[config.mk]
export PLATFORM = sky130hd
export DESIGN_NAME = si570_prog_seq
export DESIGN_NICKNAME = d
export VERILOG_FILES = /design/src/rtl/si570_prog_seq.sv
export SDC_FILE = /design/constraint.sdc
export NUM_CORES = 1
export LEC_CHECK = 0
export CAP_MARGIN = 20
export CORE_MARGIN = 2
export CORE_UTILIZATION = 25
export CTS_BUF_LIST = sky130_fd_sc_hd__clkbuf_4 sky130_fd_sc_hd__clkbuf_8 sky130_fd_sc_hd__clkbuf_16
export DETAILED_ROUTE_END_ITERATION = 10
export SLEW_MARGIN = 20
export SYNTH_ARGS = -nofsm -noshare
export SYNTH_HDL_FRONTEND = slang
export SYNTH_SLANG_ARGS = --single-unit
[constraint.sdc]
create_clock -name clk -period 4.2 [get_ports clk]
set_input_delay 0.42 -clock clk [delete_from_list [all_inputs] [get_ports clk]]
set_output_delay 0.42 -clock clk [all_outputs]
set_load 0.01 [all_outputs]
[src/rtl/si570_prog_seq.sv]
// si570_prog_seq: turns a start request into the Si570 freeze/program/unfreeze/NewFreq/settle
// or read-back sequence, one byte-register transaction at a time.
module si570_prog_seq #(
  parameter int POLL_LIMIT = 16,
  parameter int MAX_RETRY = 3,
  parameter int SETTLE_CYCLES = 1000000
) (
  input  logic        clk,
  input  logic        reset,
  input  logic        start_write,
  input  logic        start_read,
  input  logic [2:0]  hs_div,
  input  logic [6:0]  n1,
  input  logic [37:0] rfreq,
  output logic        xfer_valid,
  input  logic        xfer_ready,
  output logic        xfer_write,
  output logic [7:0]  xfer_addr,
  output logic [7:0]  xfer_wdata,
  input  logic        resp_valid,
  input  logic        resp_err,
  input  logic [7:0]  resp_rdata,
  output logic        busy,
  output logic        done,
  output logic        error,
  output logic [2:0]  cur_hs_div,
  output logic [6:0]  cur_n1,
  output logic [37:0] cur_rfreq
);
  localparam int RW = $clog2(MAX_RETRY + 2);
  localparam int PW = $clog2(POLL_LIMIT + 1);
  localparam int SW = $clog2(SETTLE_CYCLES + 1);
  typedef enum logic [3:0] {
    IDLE, FREEZE, WR_REG, UNFREEZE, NEWFREQ, POLL, SETTLE, RD_REG, ABORT_UNF, DONE, ERROR
  } state_t;
  state_t state;
  logic [47:0] cfg;
  logic [2:0] idx;
  logic pend;
  logic [RW-1:0] retry;
  logic [PW-1:0] poll;
  logic [SW-1:0] settle;
  logic req_write;
  logic [7:0] req_addr, req_wdata;
  logic [47:0] rd_all;
  // cfg doubles as the outgoing byte shifter (writes) and the read-back shadow (reads)
  always_comb begin
    req_write = !(state == POLL || state == RD_REG);
    req_addr = (state == WR_REG || state == RD_REG) ? 8'd7 + {5'd0, idx} :
               (state == NEWFREQ || state == POLL) ? 8'd135 : 8'd137;
    req_wdata = state == FREEZE ? 8'h10 : state == WR_REG ? cfg[47:40] :
                state == NEWFREQ ? 8'h40 : 8'h00;
    rd_all = {cfg[39:0], resp_rdata};
  end
  always_ff @(posedge clk) begin
    if (reset) begin
      state <= IDLE;
      cfg <= '0;
      idx <= '0;
      pend <= 1'b0;
      retry <= '0;
      poll <= '0;
      settle <= '0;
      xfer_valid <= 1'b0;
      xfer_write <= 1'b0;
      xfer_addr <= '0;
      xfer_wdata <= '0;
      busy <= 1'b0;
      done <= 1'b0;
      error <= 1'b0;
      cur_hs_div <= '0;
      cur_n1 <= '0;
      cur_rfreq <= '0;
    end else begin
      done <= 1'b0;
      case (state)
        IDLE: if (start_write || start_read) begin
          error <= 1'b0;
          busy <= 1'b1;
          cfg <= {hs_div, n1, rfreq};
          idx <= '0;
          retry <= '0;
          poll <= '0;
          settle <= '0;
          state <= start_write ? FREEZE : RD_REG;
        end
        SETTLE: if (settle == SW'(SETTLE_CYCLES - 1)) begin
          settle <= '0;
          done <= 1'b1;
          busy <= 1'b0;
          state <= DONE;
        end else settle <= settle + 1'b1;
        DONE: state <= IDLE;
        ERROR: state <= IDLE;
        default: if (!xfer_valid && !pend) begin
          xfer_valid <= 1'b1;
          xfer_write <= req_write;
          xfer_addr <= req_addr;
          xfer_wdata <= req_wdata;
        end else if (xfer_valid && xfer_ready) begin
          xfer_valid <= 1'b0;
          pend <= 1'b1;
        end else if (pend && resp_valid) begin
          pend <= 1'b0;
          if (state == ABORT_UNF) begin
            error <= 1'b1;
            busy <= 1'b0;
            state <= ERROR;
          end else if (resp_err) begin
            if (retry == RW'(MAX_RETRY)) begin
              retry <= '0;
              if (state == WR_REG) state <= ABORT_UNF;
              else begin
                error <= 1'b1;
                busy <= 1'b0;
                state <= ERROR;
              end
            end else retry <= retry + 1'b1;
          end else begin
            retry <= '0;
            case (state)
              FREEZE: state <= WR_REG;
              WR_REG: begin
                cfg <= {cfg[39:0], 8'h00};
                idx <= idx + 1'b1;
                if (idx == 3'd5) state <= UNFREEZE;
              end
              UNFREEZE: state <= NEWFREQ;
              NEWFREQ: state <= POLL;
              POLL: if (!resp_rdata[6]) state <= SETTLE;
              else if (poll == PW'(POLL_LIMIT - 1)) begin
                error <= 1'b1;
                busy <= 1'b0;
                state <= ERROR;
              end else poll <= poll + 1'b1;
              RD_REG: begin
                cfg <= rd_all;
                idx <= idx + 1'b1;
                if (idx == 3'd5) begin
                  {cur_hs_div, cur_n1, cur_rfreq} <= rd_all;
                  done <= 1'b1;
                  busy <= 1'b0;
                  state <= DONE;
                end
              end
              default: state <= IDLE;
            endcase
          end
        end
      endcase
    end
  end
endmodule

==> results of run 1 <==
registers in the layout, summed over array words and instances (netlist names), 3 cells and up:
name,flops
poll,5
idx,3
cfg,48
cur_rfreq,38
state,4
retry,3
xfer_wdata,8
xfer_addr,5
cur_hs_div,3
settle,20
cur_n1,7
power groups by stage:
stage	logic, mW	clock network (mW)	registers [mW]
4_1_cts	1.90	1.52	1.85
5_1_grt	2.12	1.57	1.88
2_1_floorplan	1.37	0	1.80
6_report	1.89	1.48	1.85
3_5_place_dp	1.89	0	1.88
3_3_place_gp	1.86	0	1.88
worst register-to-register path: stages (launching register included):
cell and delay [ns]:
dfxtp_1 0.75, clkinv_1 0.40, nor4_1 0.68, and3_2 0.69, buf_4 0.41, nand2_1 0.10
a21oi_1 0.15
layout by cell type (no fill, tap or decap), types with 5 or more instances in the layout:
master,count
a22oi_1,8
nor4_1,11
dfxtp_1,150
inv_1,10
nor3_1,21
o21ai_0,14
clkdlybuf4s50_1,127
nand4_1,7
ha_1,7
mux2i_1,5
a21oi_1,89
buf_4,13
nor2b_1,6
nand2b_1,5
nor2_1,95
clkinv_2,6
xnor2_1,5
a31oi_1,6
clkbuf_16,17
nand2_1,216
nand3_1,17
a311oi_1,53
a211oi_1,15
logic make-up (layout without fill, tap and decap cells):
logic type               Yosys count  after routing  share of synthesized area (%)
AO/OA/AOI/OAI                    204            204                           20.5
XOR/XNOR                           6              6                          0.786
adder cells (fa/ha/maj)            7              7                           1.31
buffers and inverters             80            181                           5.09
flip-flops                       150            150                           44.9
multiplexers                       5              5                          0.749
other                              1              3                         0.0561
AND/OR/NAND/NOR                  407            407                           26.6
layer usage:
metal / up-vias / wire length (um) / GRT usage (%)
met2: 222 / 9400 / 22.9
met1: 2990 / 9730 / 20.1
met3: 17 / 1300 / 3.24
li1: 3211 / - / -
met4: 0 / 301 / 4.39
met5: - / 0 / 0
per-stage QoR:
stage | util, % | setup WS [ns]
final | 33.6 | 0.953
after global routing | 33.6 | 0.645
after CTS | 33.6 | 1.01
after detailed placement | 31.4 | 1.03
after global placement | 31.4 | 1.16
after floorplan | - | 1.98
final cells by class:
class | instances | area [sq um]
timing repair buffer | 141 | 1390
inverter | 11 | 41.3
fill | 2798 | 17400
clock buffer | 19 | 453
clock inverter | 10 | 108
tap | 335 | 419
sequential | 150 | 3000
multi-input combinational | 632 | 3360
path summary, 6_finish.rpt:
kind                                    start       endpoint  slack [ns]  cells after the start
worst max-delay path                 state[1]  cur_rfreq[30]        0.95                      6
worst min-delay path            xfer_wdata[5]  xfer_wdata[5]        0.45                      2
worst max register to register       state[1]  cur_rfreq[30]        0.95                      6
worst min register to register  xfer_wdata[5]  xfer_wdata[5]        0.45                      2
==> flow_metrics.py, run 1 <==
metrics = {
    "worst_setup_path": {
        "crit_fanout": 25,
        "startpoint_type": "flop",
        "crit_type": "flop to flop",
        "path_cells": "clkinv_1 -> nor4_1 -> and3_2 -> buf_4 -> nand2_1 -> a21oi_1",
        "worstPathRequired_ns": 4.55,
        "critPathMaxStageDelay_ns": 0.75,
        "slowest_stage": "dfxtp_1",
        "crit_path_end_kind": "flop",
        "arrival_ns": 3.59,
        "cp_top_family": "simple AND/OR/NAND/NOR gates",
        "cp_num_buf_inv": 2,
    },
    "routing": {
        "drt-total-wl_mm": 20.7,
        "via_count": 6440,
        "viasPerCell": 4.96,
        "drt_iter0_drc": 642,
        "drc_errors": 8,
        "wl_per_cell_um": 16.0,
        "postRouteAntennaNets": 0,
        "first_pass_iters": 9,
    },
    "synth": {
        "synthArstFlopShare_pct": 0,
        "netlist_top_cells_count": "nand2_1, dfxtp_1, nor2_1, a21oi_1, a311oi_1",
        "yosysMostFrequentCell": "nand2_1",
        "synth_cell_types": 56,
        "synth_area_leaders": "dfxtp_1, nand2_1, a311oi_1, a21oi_1, nor2_1",
        "synth_edf_count": 0,
        "synth_top_area_cell": "dfxtp_1",
        "avgSynthCellArea_sq_um": 7.77,
        "ys_seq_area_share_pct": 44.9,
        "synth_top_area_share_pct": 44.9,
        "netlist_instances": 860,
        "yosysWarnings": 0,
        "syn_area_sq_um": 6680,
        "ys_seq_elements": 150,
        "synth_top_flop_cell": "dfxtp_1",
    },
    "clock_network": {
        "clock_path_buffers": 2,
        "cts_resized": 0,
        "postCtsSetupBuffers": 0,
        "holdBufCountCts": 0,
        "htree_levels": 4,
        "clock_sinks": 150,
        "cts_tree": "built",
        "root_buffer": "clkbuf_16",
        "insertion_delay_ns": 0.42,
        "numCtsBuffers": 17,
        "path_clk_slew_ns": 0.06,
    },
    "cells_and_area": {
        "area_delta_synth_final_pct": 31.3,
        "fin_area_sq_um": 8770,
        "drive_gt1_share_pct": 5.61,
        "nNetsFinal": 1023,
        "diodes": 0,
        "stdcell_count": 1298,
    },
    "placement": {
        "io_buffers": 128,
        "dp.cells": 1269,
        "place_congestion": 0.884,
        "place_area_sq_um": 8210,
        "place_hpwl_mm": 14.0,
    },
    "pwr": {
        "p_seq_share_pct": 35.4,
        "p_leak_nw": 2.90,
        "p_comb_share_pct": 36.2,
        "cellPowerDensity_nw_per_um2": 595,
        "p_sw_mw": 2.00,
        "switching_share_pct": 38.3,
        "vdd_drop_max_uv": 262,
        "finalPower_mw": 5.22,
        "pwr-share-clk_pct": 28.4,
        "intPower_mw": 3.22,
    },
    "sta": {
        "whs_ns": 0.450,
        "layout_min_cycle_time_ns": 3.25,
        "hold_violations": 0,
        "setup_violations": 0,
        "worst_pin_slew_ns": 1.02,
        "slew_violations": 0,
        "tns_ns": 0,
        "final.setup_skew_ns": 0.00646,
        "clock.fmax_ghz": 0.308,
        "fin_crit_sh_pct": 77.3,
        "slew_headroom_pct": 31.5,
        "rsz0062_at_grt": "no",
    },
    "floorplanning": {
        "fp.dieW_um": 167,
        "initial_core_util_pct": 25.6,
        "fp-row-count": 59,
        "core_sq_um": 26100,
        "die_h_um": 167,
        "dieArea_sq_um": 28100,
        "io_pins": 132,
    },
    "global_route": {
        "grt_pass1_wl_mm": 32.8,
        "antenna_found_initial": 0,
        "grt_max_degree": 90,
        "grt_util_all_layers_pct": 14.6,
        "grt_pass1_vias": 5984,
        "grt_overflow": 0,
    },
    "run": {
        "cap_violations": 0,
    },
    "outcome": {
        "violations": "design-rule violations",
        "outcome": "complete, but fails checks",
    },
    "min_path": {
        "holdCritPathClass": "flop to flop",
    },
}
Note: power is estimated with default switching activity, not from simulation.
==> run 2, diff against run 1 <==
- clock period: 4.2 -> 3.4 ns (I/O delays scaled with it)
==> run 2 against run 1 <==
Compared with the run above: hold slack about the same; sequential share of layout area decreased by 0.41 points; via count up 0.56%; total power rose by 25%; final cell count increased by 1.0%; flip-flop and latch count unchanged; largest cell class unchanged; the flow still finishes with violations (design-rule violations); combinational power is 24% higher; register-to-register slack got worse by 0.28 ns; sequential power increased by 24%; clock skew rose by 0.0015 ns; largest power group unchanged; die area unchanged; non-clock buffer count increased by 9.
==> flow_metrics.py, run 2 (synthesis results as in run 1) <==
metrics = {
    "outcome": {
        "outcome": "complete, but fails checks",
        "violations": "design-rule violations",
    },
    "routing": {
        "wl_met1_mm": 9.44,
        "viasPerCell": 4.94,
        "first_pass_iters": 8,
        "via_count": 6476,
        "wl_met2_mm": 9.42,
        "drt-total-wl_mm": 20.6,
        "drt_iter0_drc": 506,
        "drc_errors": 8,
        "postRouteAntennaNets": 0,
        "dr.max_layer_used": "met4",
        "route.met3.wl_mm": 1.34,
        "wl_per_cell_um": 15.7,
    },
    "placement": {
        "dp.cells": 1278,
        "place_ws_ns": 0.728,
        "place_congestion": 0.854,
        "place_hpwl_mm": 14.3,
        "io_buffers": 128,
    },
    "worst_setup_path": {
        "crit_path_end_kind": "flop",
        "arrival_ns": 3.09,
        "worstPathRequired_ns": 3.76,
        "critPathMaxStageDelay_ns": 0.83,
        "path_cells": "nand2b_1 -> nor2_1 -> o41a_1 -> buf_4 -> nand4_1 -> or2_2 -> a21oi_1",
        "crit_type": "flop to flop",
        "cp_num_buf_inv": 1,
        "slowest_stage": "dfxtp_1",
        "startpoint_type": "flop",
        "crit_fanout": 24,
        "cp_top_family": "simple AND/OR/NAND/NOR gates",
    },
    "cells_and_area": {
        "largest_register": "cfg",
        "nNetsFinal": 1032,
        "nFillCells": 2803,
        "final_common_cell": "nand2_1",
        "final_cell_mix": "nand2_1, dfxtp_1, clkdlybuf4s50_1",
        "drive_gt1_share_pct": 6.77,
        "largest_reg_flops": 48,
        "area_delta_synth_final_pct": 32.9,
        "stdcell_count": 1311,
        "reg_top3": "cfg (48), cur_rfreq (38), settle (20)",
    },
    "clock_network": {
        "root_buffer": "clkbuf_16",
        "clock_sinks": 150,
        "htree_levels": 4,
        "holdBufCountCts": 0,
        "postCtsSetupBuffers": 0,
        "insertion_delay_ns": 0.43,
        "cts_resized": 0,
        "cts_tree": "built",
        "clock_path_buffers": 2,
        "numCtsBuffers": 17,
        "path_clk_slew_ns": 0.06,
    },
    "pwr": {
        "cellPowerDensity_nw_per_um2": 732,
        "intPower_mw": 3.99,
        "p_leak_nw": 2.95,
        "p_comb_share_pct": 36.1,
        "p_seq_share_pct": 35.2,
        "switching_share_pct": 38.5,
        "vdd_drop_max_uv": 473,
        "pwr-share-clk_pct": 28.6,
        "finalPower_mw": 6.50,
        "p_sw_mw": 2.51,
    },
    "sta": {
        "rsz0062_at_grt": "no",
        "setup_violations": 0,
        "tns_ns": 0,
        "worst_pin_slew_ns": 0.793,
        "slew_headroom_pct": 47.1,
        "fin_crit_sh_pct": 80.1,
        "timing.final.ws_setup_ns": 0.676,
        "hold_violations": 0,
        "layout_min_cycle_time_ns": 2.72,
        "clock.fmax_ghz": 0.367,
        "slew_violations": 0,
        "final.setup_skew_ns": 0.00794,
    },
    "min_path": {
        "holdCritPathClass": "flop to flop",
    },
    "run": {
        "cap_violations": 0,
    },
    "global_route": {
        "grt_overflow": 0,
        "antenna_found_initial": 1,
        "grt_pass1_vias": 6074,
        "grt_pass1_wl_mm": 32.8,
        "grt_util_all_layers_pct": 14.7,
        "grt_max_degree": 98,
    },
    "floorplanning": {
        "initial_core_util_pct": 25.6,
        "fp-row-count": 59,
        "die_h_um": 167,
        "core_sq_um": 26100,
        "io_pins": 132,
        "fp.dieW_um": 167,
        "dieArea_sq_um": 28100,
    },
}
[run 2: changes by cell type in the layout (fill, tap and decap cells not counted), sizes merged]
cell,change
diode,+1
buf,+9
clkinvlp,+2
inv,+1
[run 2: worst reg2reg max path: cells and delay by family (launching register included)]
kind	cells	cell delay [ns]
AND/OR/NAND/NOR	4	1.22
flip-flops	1	0.83
AO/OA/AOI/OAI	2	0.37
buffers and inverters	1	0.25
[run 2: path summary, 6_finish.rpt]
path	cells after the start	endpoint	slack, ns	from
worst min-delay path	2	cur_n1[2]	0.45	cur_n1[2]
worst max-delay path	7	settle[18]	0.68	state[2]
worst min register to register	2	cur_n1[2]	0.45	cur_n1[2]
worst max register to register	7	settle[18]	0.68	state[2]
[run 2: layer usage]
metal / vias up / global-route usage (%)
li1: 3224 / -
met1: 3022 / 19.5
met2: 205 / 22.8
met3: 25 / 3.69
met4: 0 / 6.09
met5: - / 0
[run 2: cell type report]
type,count,area (sq um),area share (%)
multi-input combinational,632,3360,37.8
sequential,150,3000,33.8
timing repair buffer,150,1480,16.7
clock buffer,19,440,4.96
tap,335,419,4.72
clock inverter,13,131,1.48
inverter,11,41.3,0.465
antenna,1,2.50,0.0282
[run 2: per-stage QoR]
step / instance area (sq um) / util (%) / hold slack (ns)
after floorplan: 6690 / - / 0.448
after global placement: 8300 / 31.8 / 0.439
after detailed placement: 8300 / 31.8 / 0.445
after CTS: 8880 / 34.0 / 0.452
after global routing: 8880 / 34.0 / 0.470
final: 8880 / 34.0 / 0.450
[run 2: power by group through the flow]
stage	clock (mW)	combinational [mW]	sequential (mW)
final	1.86	2.35	2.29
after global routing	1.97	2.63	2.33
after CTS	1.89	2.36	2.29
after detailed placement	0	2.35	2.33
after global placement	0	2.31	2.33
after floorplan	0	1.69	2.23
==> run 3, diff against run 2 <==
- clock period: 3.4 -> 2.85 ns (I/O delays scaled with it)
==> run 3 against run 2 <==
Compared with the run above: the flow still finishes with violations (design-rule violations); largest power group unchanged; global-route usage is 0.22 points lower; worst setup slack worse by 0.38 ns; via count hardly changed; routed wire length is 0.59% lower; critical path depth is 1 lower; hold slack worse by 0.17 ns; combinational power is 28% higher; sequential power is 18% higher; flip-flop and latch count stayed put; first-iteration DRC count is 4.9% lower; final cell count is 0.61% higher; clock power is 35% higher.
==> flow_metrics.py, run 3 (synthesis results as in run 1) <==
metrics = {
    "global_route": {
        "grt_overflow": 0,
        "grt_util_all_layers_pct": 14.5,
        "antenna_found_initial": 0,
        "grt_pass1_vias": 6030,
        "grt_pass1_wl_mm": 32.6,
        "grt_max_degree": 53,
    },
    "floorplanning": {
        "fp.dieW_um": 167,
        "fp-row-count": 59,
        "dieArea_sq_um": 28100,
        "die_h_um": 167,
        "core_sq_um": 26100,
        "io_pins": 132,
        "initial_core_util_pct": 25.6,
    },
    "cells_and_area": {
        "stdcell_count": 1319,
        "area_delta_synth_final_pct": 35.7,
        "diodes": 0,
        "drive_gt1_share_pct": 7.62,
        "largest_register": "cfg",
        "nFillCells": 2752,
        "final_common_cell": "nand2_1",
        "largest_reg_flops": 48,
        "utilization_pct": 34.7,
        "reg_top3": "cfg (48), cur_rfreq (38), settle (20)",
        "final_cell_mix": "nand2_1, dfxtp_1, clkdlybuf4s50_1",
        "nNetsFinal": 1041,
        "fin_area_sq_um": 9070,
    },
    "worst_setup_path": {
        "crit_start": "settle[0]",
        "worst-path-stages": 6,
        "arrival_ns": 2.86,
        "cp_num_buf_inv": 0,
        "crit_path_end": "state[2]",
        "r2r-start": "settle[0]",
        "reg2regPathDepth": 6,
        "crit_fanout": 12,
        "slowest_stage": "o41a_1",
        "cp_top_family": "compound AO/OA/AOI/OAI gates",
        "startpoint_type": "flop",
        "critPathMaxStageDelay_ns": 0.64,
        "r2r_slack_ns": 0.30,
        "r2r-end": "state[2]",
        "worstPathRequired_ns": 3.16,
        "path_cells": "ha_1 -> nand3_2 -> or2_1 -> o41a_1 -> or3_4 -> a221oi_1",
        "crit_path_end_kind": "flop",
        "crit_type": "flop to flop",
    },
    "min_path": {
        "holdCritPathClass": "input port to flop",
    },
    "sta": {
        "slew_headroom_pct": 65.0,
        "tns_ns": 0,
        "layout_min_cycle_time_ns": 2.55,
        "rsz0062_at_grt": "no",
        "setup_violations": 0,
        "timing.final.ws_setup_ns": 0.298,
        "hold_violations": 0,
        "fin_crit_sh_pct": 89.6,
        "final.setup_skew_ns": 0.00670,
        "whs_ns": 0.278,
        "clock.fmax_ghz": 0.392,
        "slew_violations": 0,
        "worst_pin_slew_ns": 0.521,
    },
    "pwr": {
        "vdd_drop_max_uv": 368,
        "cellPowerDensity_nw_per_um2": 907,
        "finalPower_mw": 8.22,
        "p_leak_nw": 3.05,
    },
    "routing": {
        "drt-total-wl_mm": 20.5,
        "drt_iter0_drc": 481,
        "via_count": 6477,
        "drc_errors": 8,
        "first_pass_iters": 8,
        "viasPerCell": 4.91,
        "postRouteAntennaNets": 0,
        "wl_per_cell_um": 15.5,
    },
    "clock_network": {
        "cts_tree": "built",
        "insertion_delay_ns": 0.42,
        "path_clk_slew_ns": 0.06,
        "cts_resized": 0,
        "postCtsSetupBuffers": 0,
        "holdBufCountCts": 0,
        "clock_sinks": 150,
        "numCtsBuffers": 17,
        "clock_path_buffers": 2,
        "htree_levels": 4,
        "root_buffer": "clkbuf_16",
    },
    "placement": {
        "place_hpwl_mm": 14.2,
        "io_buffers": 128,
        "place_area_sq_um": 8410,
        "place_ws_ns": 0.370,
        "dp.cells": 1287,
        "place_congestion": 0.855,
    },
    "run": {
        "cap_violations": 0,
    },
    "outcome": {
        "violations": "design-rule violations",
        "outcome": "complete, but fails checks",
    },
}
==> run 3: cell count changes in the layout (fill, tap and decap cells not counted), sizes merged <==
cell / previous run / this run
diode: 1 / 0
inv: 11 / 12
clkbuf: 19 / 21
bufinv: 2 / 5
buf: 23 / 32
clkinv: 9 / 3
==> run 3: per-layer routing <==
metal	wire [um]	track usage [%]	share of wire (%)
met5	0	0	0
met4	351	4.05	1.7
met3	1160	3.36	5.7
met2	9110	22.1	44
met1	9860	20.4	48
==> run 3: power by group <==
group / switching (mW) / leakage [nW] / internal [mW]
clock: 0.906 / 0.319 / 1.61
combinational: 1.84 / 1.51 / 1.17
sequential: 0.278 / 1.22 / 2.42
total: 3.02 / 3.05 / 5.20
==> run 3: worst min-delay path by stage <==
| stage | startpoint | depth (start not counted) | end |
|---|---|---|---|
| 2_1_floorplan | resp_rdata[0] | 2 | cur_rfreq[0] |
| 3_3_place_gp | cur_rfreq[36] | 2 | cur_rfreq[36] |
| 3_5_place_dp | xfer_wdata[3] | 2 | xfer_wdata[3] |
| 4_1_cts | reset | 2 | cur_rfreq[20] |
| 5_1_grt | reset | 2 | cur_rfreq[18] |
| 6_report | reset | 2 | cur_rfreq[20] |
==> run 3: worst reg2reg max path, cell delays in order, from the launching register on <==
cell      delay (ns)
dfxtp_1         0.38
ha_1            0.22
nand3_2         0.12
or2_1           0.36
o41a_1          0.64
or3_4           0.41
a221oi_1        0.33
==> run 3: cell type report <==
class / instances / area [sq um] / area share [%]
clock buffers: 21 / 462 / 5.09
clock inverters: 11 / 196 / 2.17
inverters: 11 / 41.3 / 0.455
multi-input cells: 632 / 3360 / 37.0
flip-flops and latches: 150 / 3000 / 33.1
well taps: 335 / 419 / 4.62
repair buffers: 159 / 1590 / 17.5
